===== config.mk =====
export PLATFORM = sky130hd
export DESIGN_NAME = pipeline_hazard_ctrl
export DESIGN_NICKNAME = d
export VERILOG_FILES = /design/src/rtl/pipeline_hazard_ctrl.sv
export SDC_FILE = /design/constraint.sdc
export NUM_CORES = 1
export LEC_CHECK = 0
export CORE_MARGIN = 2
export CORE_UTILIZATION = 40
export CTS_BUF_LIST = sky130_fd_sc_hd__clkbuf_8
export DETAILED_ROUTE_END_ITERATION = 7
export GPL_TIMING_DRIVEN = 0
export PLACE_DENSITY = 0.68
export SLEW_MARGIN = 10
export SYNTH_ARGS = -nofsm -noshare
export SYNTH_HDL_FRONTEND = slang
export SYNTH_SLANG_ARGS = --single-unit

===== constraint.sdc =====
create_clock -name i_clk -period 4.51 [get_ports i_clk]
set_input_delay 0.6765 -clock i_clk [delete_from_list [all_inputs] [get_ports i_clk]]
set_output_delay 0.6765 -clock i_clk [all_outputs]
set_load 0.01 [all_outputs]

===== src/rtl/pipeline_hazard_ctrl.sv =====
// rtl/pipeline_hazard_ctrl.sv - stall/flush/forwarding sequencer for the 5-stage RV32I pipeline
module pipeline_hazard_ctrl #(
    parameter int MEM_TIMEOUT = 64,
    parameter int CNT_W       = 32
) (
    input  logic             i_clk,
    input  logic             i_reset,
    input  logic [4:0]       i_id_rs1_addr,
    input  logic [4:0]       i_id_rs2_addr,
    input  logic             i_id_rs1_used,
    input  logic             i_id_rs2_used,
    input  logic [4:0]       i_ex_rd_addr,
    input  logic             i_ex_rd_wren,
    input  logic             i_ex_is_load,
    input  logic [4:0]       i_mem_rd_addr,
    input  logic             i_mem_rd_wren,
    input  logic [4:0]       i_wb_rd_addr,
    input  logic             i_wb_rd_wren,
    input  logic [4:0]       i_ex_rs1_addr,
    input  logic [4:0]       i_ex_rs2_addr,
    input  logic             i_ex_mispred,
    input  logic             i_mem_req,
    input  logic             i_mem_ack,
    output logic             o_stall_if,
    output logic             o_stall_id,
    output logic             o_stall_ex,
    output logic             o_stall_mem,
    output logic             o_flush_id,
    output logic             o_flush_ex,
    output logic             o_flush_wb,
    output logic [1:0]       o_fwd_a,
    output logic [1:0]       o_fwd_b,
    output logic             o_mem_err,
    output logic [CNT_W-1:0] o_cnt_lu_stall,
    output logic [CNT_W-1:0] o_cnt_mem_wait
);

    typedef enum logic {ST_RUN, ST_WAIT} state_t;

    localparam logic [15:0] WCNT_LAST = 16'(MEM_TIMEOUT - 1);

    state_t           r_state, w_state_nxt;
    logic [15:0]      r_wcnt, w_wcnt_nxt;
    logic             r_mem_err;
    logic [CNT_W-1:0] r_cnt_lu, r_cnt_mw;
    logic             w_timeout, w_mw, w_lu, w_lu_act;

    function automatic logic [1:0] fwd_sel(input logic [4:0] rs,
                                           input logic [4:0] mem_rd, input logic mem_wren,
                                           input logic [4:0] wb_rd,  input logic wb_wren);
        if (mem_wren && mem_rd != 5'd0 && mem_rd == rs)
            return 2'b01;
        else if (wb_wren && wb_rd != 5'd0 && wb_rd == rs)
            return 2'b10;
        else
            return 2'b00;
    endfunction

    always_comb begin
        w_state_nxt = r_state;
        w_wcnt_nxt  = r_wcnt;
        w_timeout   = 1'b0;
        case (r_state)
            ST_RUN: begin
                if (i_mem_req && !i_mem_ack) begin
                    w_state_nxt = ST_WAIT;
                    w_wcnt_nxt  = 16'd0;
                end
            end
            ST_WAIT: begin
                if (i_mem_ack) begin
                    w_state_nxt = ST_RUN;
                end else if (r_wcnt == WCNT_LAST) begin
                    w_state_nxt = ST_RUN;
                    w_timeout   = 1'b1;
                end else begin
                    w_wcnt_nxt = r_wcnt + 16'd1;
                end
            end
            default: w_state_nxt = ST_RUN;
        endcase
    end

    // The abort cycle itself is not a wait: the pipeline advances past the dead access.
    assign w_mw = ((r_state == ST_RUN)  && i_mem_req && !i_mem_ack) ||
                  ((r_state == ST_WAIT) && !i_mem_ack && r_wcnt != WCNT_LAST);

    assign w_lu = i_ex_is_load && i_ex_rd_wren && (i_ex_rd_addr != 5'd0) &&
                  ((i_id_rs1_used && i_id_rs1_addr == i_ex_rd_addr) ||
                   (i_id_rs2_used && i_id_rs2_addr == i_ex_rd_addr));

    assign w_lu_act = w_lu && !w_mw && !i_ex_mispred && !i_reset;

    always_comb begin
        o_stall_if  = 1'b0;
        o_stall_id  = 1'b0;
        o_stall_ex  = 1'b0;
        o_stall_mem = 1'b0;
        o_flush_id  = 1'b0;
        o_flush_ex  = 1'b0;
        o_flush_wb  = 1'b0;
        o_fwd_a     = 2'b00;
        o_fwd_b     = 2'b00;
        if (i_reset) begin
            o_flush_id = 1'b1;
            o_flush_ex = 1'b1;
            o_flush_wb = 1'b1;
        end else begin
            o_fwd_a = fwd_sel(i_ex_rs1_addr, i_mem_rd_addr, i_mem_rd_wren, i_wb_rd_addr, i_wb_rd_wren);
            o_fwd_b = fwd_sel(i_ex_rs2_addr, i_mem_rd_addr, i_mem_rd_wren, i_wb_rd_addr, i_wb_rd_wren);
            if (w_mw) begin
                o_stall_if  = 1'b1;
                o_stall_id  = 1'b1;
                o_stall_ex  = 1'b1;
                o_stall_mem = 1'b1;
                o_flush_wb  = 1'b1;
            end else if (i_ex_mispred) begin
                o_flush_id = 1'b1;
                o_flush_ex = 1'b1;
            end else if (w_lu) begin
                o_stall_if = 1'b1;
                o_stall_id = 1'b1;
                o_flush_ex = 1'b1;
            end
        end
    end

    always_ff @(posedge i_clk) begin
        if (i_reset) begin
            r_state   <= ST_RUN;
            r_wcnt    <= 16'd0;
            r_mem_err <= 1'b0;
            r_cnt_lu  <= '0;
            r_cnt_mw  <= '0;
        end else begin
            r_state   <= w_state_nxt;
            r_wcnt    <= w_wcnt_nxt;
            r_mem_err <= w_timeout;
            if (w_lu_act && r_cnt_lu != {CNT_W{1'b1}})
                r_cnt_lu <= r_cnt_lu + CNT_W'(1);
            if (w_mw && r_cnt_mw != {CNT_W{1'b1}})
                r_cnt_mw <= r_cnt_mw + CNT_W'(1);
        end
    end

    assign o_mem_err      = r_mem_err;
    assign o_cnt_lu_stall = r_cnt_lu;
    assign o_cnt_mem_wait = r_cnt_mw;

endmodule


==> After elaboration in Yosys (flattened, before gate mapping) <==
Index checks and enable logic that the tools add are counted.
{ "word_totals": {"reg_bits": 82, "inputBits": 46, "out_inout_bits": 76} }
{ "classes": {"add_sub_neg": 3, "n_eq_ne": 13, "n_mux": 28, "bitwise_logic": 1, "n_reduce_logical": 32} }
{ "ops": {"columns": ["op", "count"], "rows": [
  ["32-bit by 1-bit adder with 32-bit output, second input constant", 2],
  ["32-bit inequality test, second input constant", 2],
  ["16-bit 2-to-1 mux", 3],
  ["16-bit case mux with 2 select lines", 1],
  ["5-bit equality test", 6],
  ["1-bit logical AND", 21],
  ["1-bit 2-to-1 mux", 17],
  ["16-bit by 1-bit adder with 16-bit output, second input constant", 1],
  ["16-bit by 6-bit equality test with 1-bit output, second input constant", 1],
  ["16-bit by 6-bit inequality test with 1-bit output, second input constant", 1],
  ["5-bit nonzero test", 3],
  ["2-bit 2-to-1 mux", 6],
  ["2-bit inequality test, second input constant", 3],
  ["1-bit logical NOT", 4],
  ["3-bit AND reduction", 1],
  ["3-bit OR reduction", 1],
  ["1-bit logical OR", 2],
  ["1-bit case mux with 2 select lines", 1],
  ["1-bit inverter", 1]
]} }

==> Depth between registers and ports, before layout <==
{ "depth": {"depth_word": 9, "ltp_mapped": 10, "depth_no_buf": 7} }

==> Least setup slack after synthesis <==
No wires, ideal clock.
{ "synth_path": {"kind": "in2out", "startpoint": "input port i_mem_rd_addr[1]", "endpoint": "output port o_fwd_b[1]", "arrival_ns": 2.040, "required_ns": 3.833, "setup_slack_ns": 1.794, "stages": 4, "n_path_buf": 0, "path_cell_list": "or4_1 -> o21ai_0 -> nor3_1 -> nor4_1"} }
{ "synth_via": {"elab_chain_cells": 5, "word_cells_on_any_way": 6, "classes_between": "eq/ne (1); mux (2); reduce/logical (3)"} }
{ "synth_lines": {"columns": ["item", "line", "source"], "rows": [
  ["start, declared", "15", "input logic [4:0] i_mem_rd_addr,"],
  ["5-bit nonzero test", "51", "if (mem_wren && mem_rd != 5'd0 && mem_rd == rs)"],
  ["1-bit logical AND", "51", null],
  ["1-bit logical AND *", "51", null],
  ["2-bit 2-to-1 mux *", "51", null],
  ["2-bit 2-to-1 mux *", "104", "if (i_reset) begin"],
  ["end, declared", "32", "output logic [1:0] o_fwd_b,"]
]} }
Every way passes the cells marked *; elsewhere a longest branch is shown, timed or not.

==> Worst setup path after layout <==
{ "layout_path": {"startpoint": "input port i_reset", "endpoint": "output port o_stall_if"} }
{ "layout_via": {"elab_chain_cells": 1} }
{ "layout_lines": {"columns": ["item", "line", "source"], "rows": [
  ["start, declared", "7", "input logic i_reset,"],
  ["1-bit 2-to-1 mux", "104", null],
  ["end, declared", "24", "output logic o_stall_if,"]
]} }
Every way passes these cells.

==> results.txt <==
Status -> completed
Hold slack -> 476 ps
First-pass GRT wire length -> 20600 um
DRC viols -> 0
Crit Path Max Fanout -> 10
Via count of the routed design -> 4628
Initial Util -> 0.412
DIE AREA -> 12100 sq um
Area of the mapped netlist -> 4480 sq um
IO buf count -> 121
Share of layout cells above drive strength 1 -> 0.0491
Post-synthesis cell type count -> 47
Vias in the first global route -> 4357
Max_slew headroom -> 0.529
Fmax -> 0.242 GHz
GRT overflow -> 0
Cell taking the most area after synthesis -> dfxtp_1
I/O Pins -> 122
Core Rows -> 38
Min-Delay Path Class -> reg2reg
Peak supply drop -> 0.127 mV
FF/Latch Area -> 1640 sq um
Sequential element share of the synthesized area -> 0.366
CP Data Arrival Time -> 3460 ps
Area of the multi-input gates -> 2700 sq um
Worst Setup End Kind -> output port
Commonest register cell after synthesis -> dfxtp_1
Clock sinks -> 82
Syn-to-layout area delta -> 36.4%
Routed len/inst -> 15.4 um
Nets@finish -> 737
Detail Placement HPWL -> 9530 um
Initial antenna violation count -> 0
CTS tree -> yes
Crit share post-route -> 0.918
Fill cell count -> 1044
Leak pwr -> 1.97 nW
Hold Buf Count CTS -> 0
Post_cts resized -> 0
H-tree depth -> 3
Synthesized Nets -> 604
Clock-pin transition on the worst setup and hold timing paths -> 80 ps
Largest net degree at the start of global routing -> 15
Setup Buffers After CTS -> 0
Synth top cells by count -> 82 x dfxtp_1, 56 x nor2_1, 46 x xor2_1
Total wire length -> 12800 um
Synth Area per Inst -> 8.08 sq um
Longest Clk Path Bufs -> 2
Share of the synthesized area in the top cell type -> 0.366
Root buffer cell -> clkbuf_8
Antenna-violating nets left -> 0
YS warnings -> 0
Most common cell in the netlist -> dfxtp_1
Post-synth EDFFs -> 0
Met3 WL -> 896 um
Routed wl met2 -> 6160 um
Crit path required time -> 3830 ps
Pins Over Slew Limit -> 0
GRT Resource Usage Total -> 0.215
Fin. Hold Viols -> 0
Die Ht -> 110 um
Initial DRC count -> 270
Final Setup Violations -> 0
Core area -> 10900 sq um
Routability cong. -> 0.837
Die W -> 110 um
Metal1 wirelength -> 5490 um
CTS Buf Count -> 9
Startpoint Class -> primary input
Diodes inserted -> 0
Power Dens Cells -> 247 nW/um^2
WS Path Type -> in2out
Post-route minimum period -> 4140 ps
Unrepaired setup endpoints after global routing -> no
MaxCap Viol Count -> 0
Syn Inst Count -> 555
Slew @ Worst Pin -> 700 ps
Drt via density -> 5.56
Skew final -> 12.3 ps
Yosys reg bits -> 82
Ranking of synthesized cells by area -> dfxtp_1 37%, xor2_1 9.0%, nor2_1 4.7%, a21oi_1 4.5%, nand4_1 4.5%
1st-pass router iterations -> 4
Synth async-reset ratio -> 0
Clk_lat worst skew -> 370 ps
Max Used Layer -> met4
Setup TNS -> 0 ps
==> metal layers <==
layer | track usage | vias to the layer above
li1 | - | 2295
met1 | 0.266 | 2152
met2 | 0.362 | 160
met3 | 0.0498 | 21
met4 | 0.0787 | 0
met5 | 0 | -
==> cell type report <==
cell class / count / area share
inverters: 7 / 0.00430
plain buffers: 28 / 0.0194
repair buffers: 122 / 0.199
multi-input cells: 438 / 0.441
well taps: 140 / 0.0286
clock inverters: 6 / 0.0188
clock buffers: 9 / 0.0203
flip-flops and latches: 82 / 0.268
==> per-stage QoR <==
step | util | worst slack [ps] | area [sq um] | total power [mW] | cells
6_report | 0.562 | 371 | 6110 | 1.51 | 832
5_1_grt | 0.562 | 159 | 6110 | 1.56 | 832
4_1_cts | 0.561 | 324 | 6110 | 1.52 | 831
3_5_place_dp | 0.539 | 326 | 5870 | 0.882 | 816
3_3_place_gp | 0.539 | 357 | 5870 | 0.879 | 816
2_1_floorplan | - | 1790 | 4480 | 0.803 | 555
==> power by group <==
group	internal, mW	switching (mW)	leakage [nW]
Clock	0.367	0.280	0.116
Combinational	0.0705	0.0657	1.20
Sequential	0.725	0.00313	0.661
Total	1.16	0.349	1.97
==> worst paths after layout <==
check                                from                  to  slack (ps)  cells after the start
worst max-delay path              i_reset          o_stall_if         370                      7
worst min-delay path            r_wcnt[1]           r_wcnt[1]         480                      2
worst max register to register  r_wcnt[8]  o_cnt_lu_stall[20]        1530                      9
worst min register to register  r_wcnt[1]           r_wcnt[1]         480                      2
==> placed cells by master (no fill, tap or decap), types with 7 or more instances in the layout <==
cell,instances
a21oi_1,40
and2_1,7
and3_1,13
and4_1,7
clkbuf_1,20
clkbuf_8,9
clkdlybuf4s50_1,121
dfxtp_1,82
inv_1,7
nand2_1,32
nand3_1,39
nand4_1,32
nor2_1,56
nor3_1,13
nor4_1,12
o21ai_0,10
o21ai_1,17
o31ai_1,9
or3_1,26
or4_1,15
xnor2_1,21
xor2_1,46
==> worst max-delay path, cell delays in order <==
cell and delay, ps:
clkdlybuf4s50_1 500, clkbuf_1 490, clkbuf_1 510, clkbuf_1 530, a21oi_1 120, buf_4 160, clkdlybuf4s50_1 460
==> logic make-up (layout without fill, tap and decap cells) <==
kind of cell | count (synthesis) | in the layout | share of synthesized area
xor+xnor | 67 | 67 | 0.131
flops | 82 | 82 | 0.366
mux | 4 | 4 | 0.00977
fa+ha+maj | 3 | 3 | 0.00837
compound gates | 89 | 89 | 0.114
simple gates | 275 | 275 | 0.338
buf+inv | 35 | 172 | 0.0324
==> state kept, by name, summed over array words and instances (netlist names) <==
register / cells
o_cnt_lu_stall: 32
o_cnt_mem_wait: 32
o_mem_err: 1
r_state: 1
r_wcnt: 16
Power figures use the tool's default switching activity.
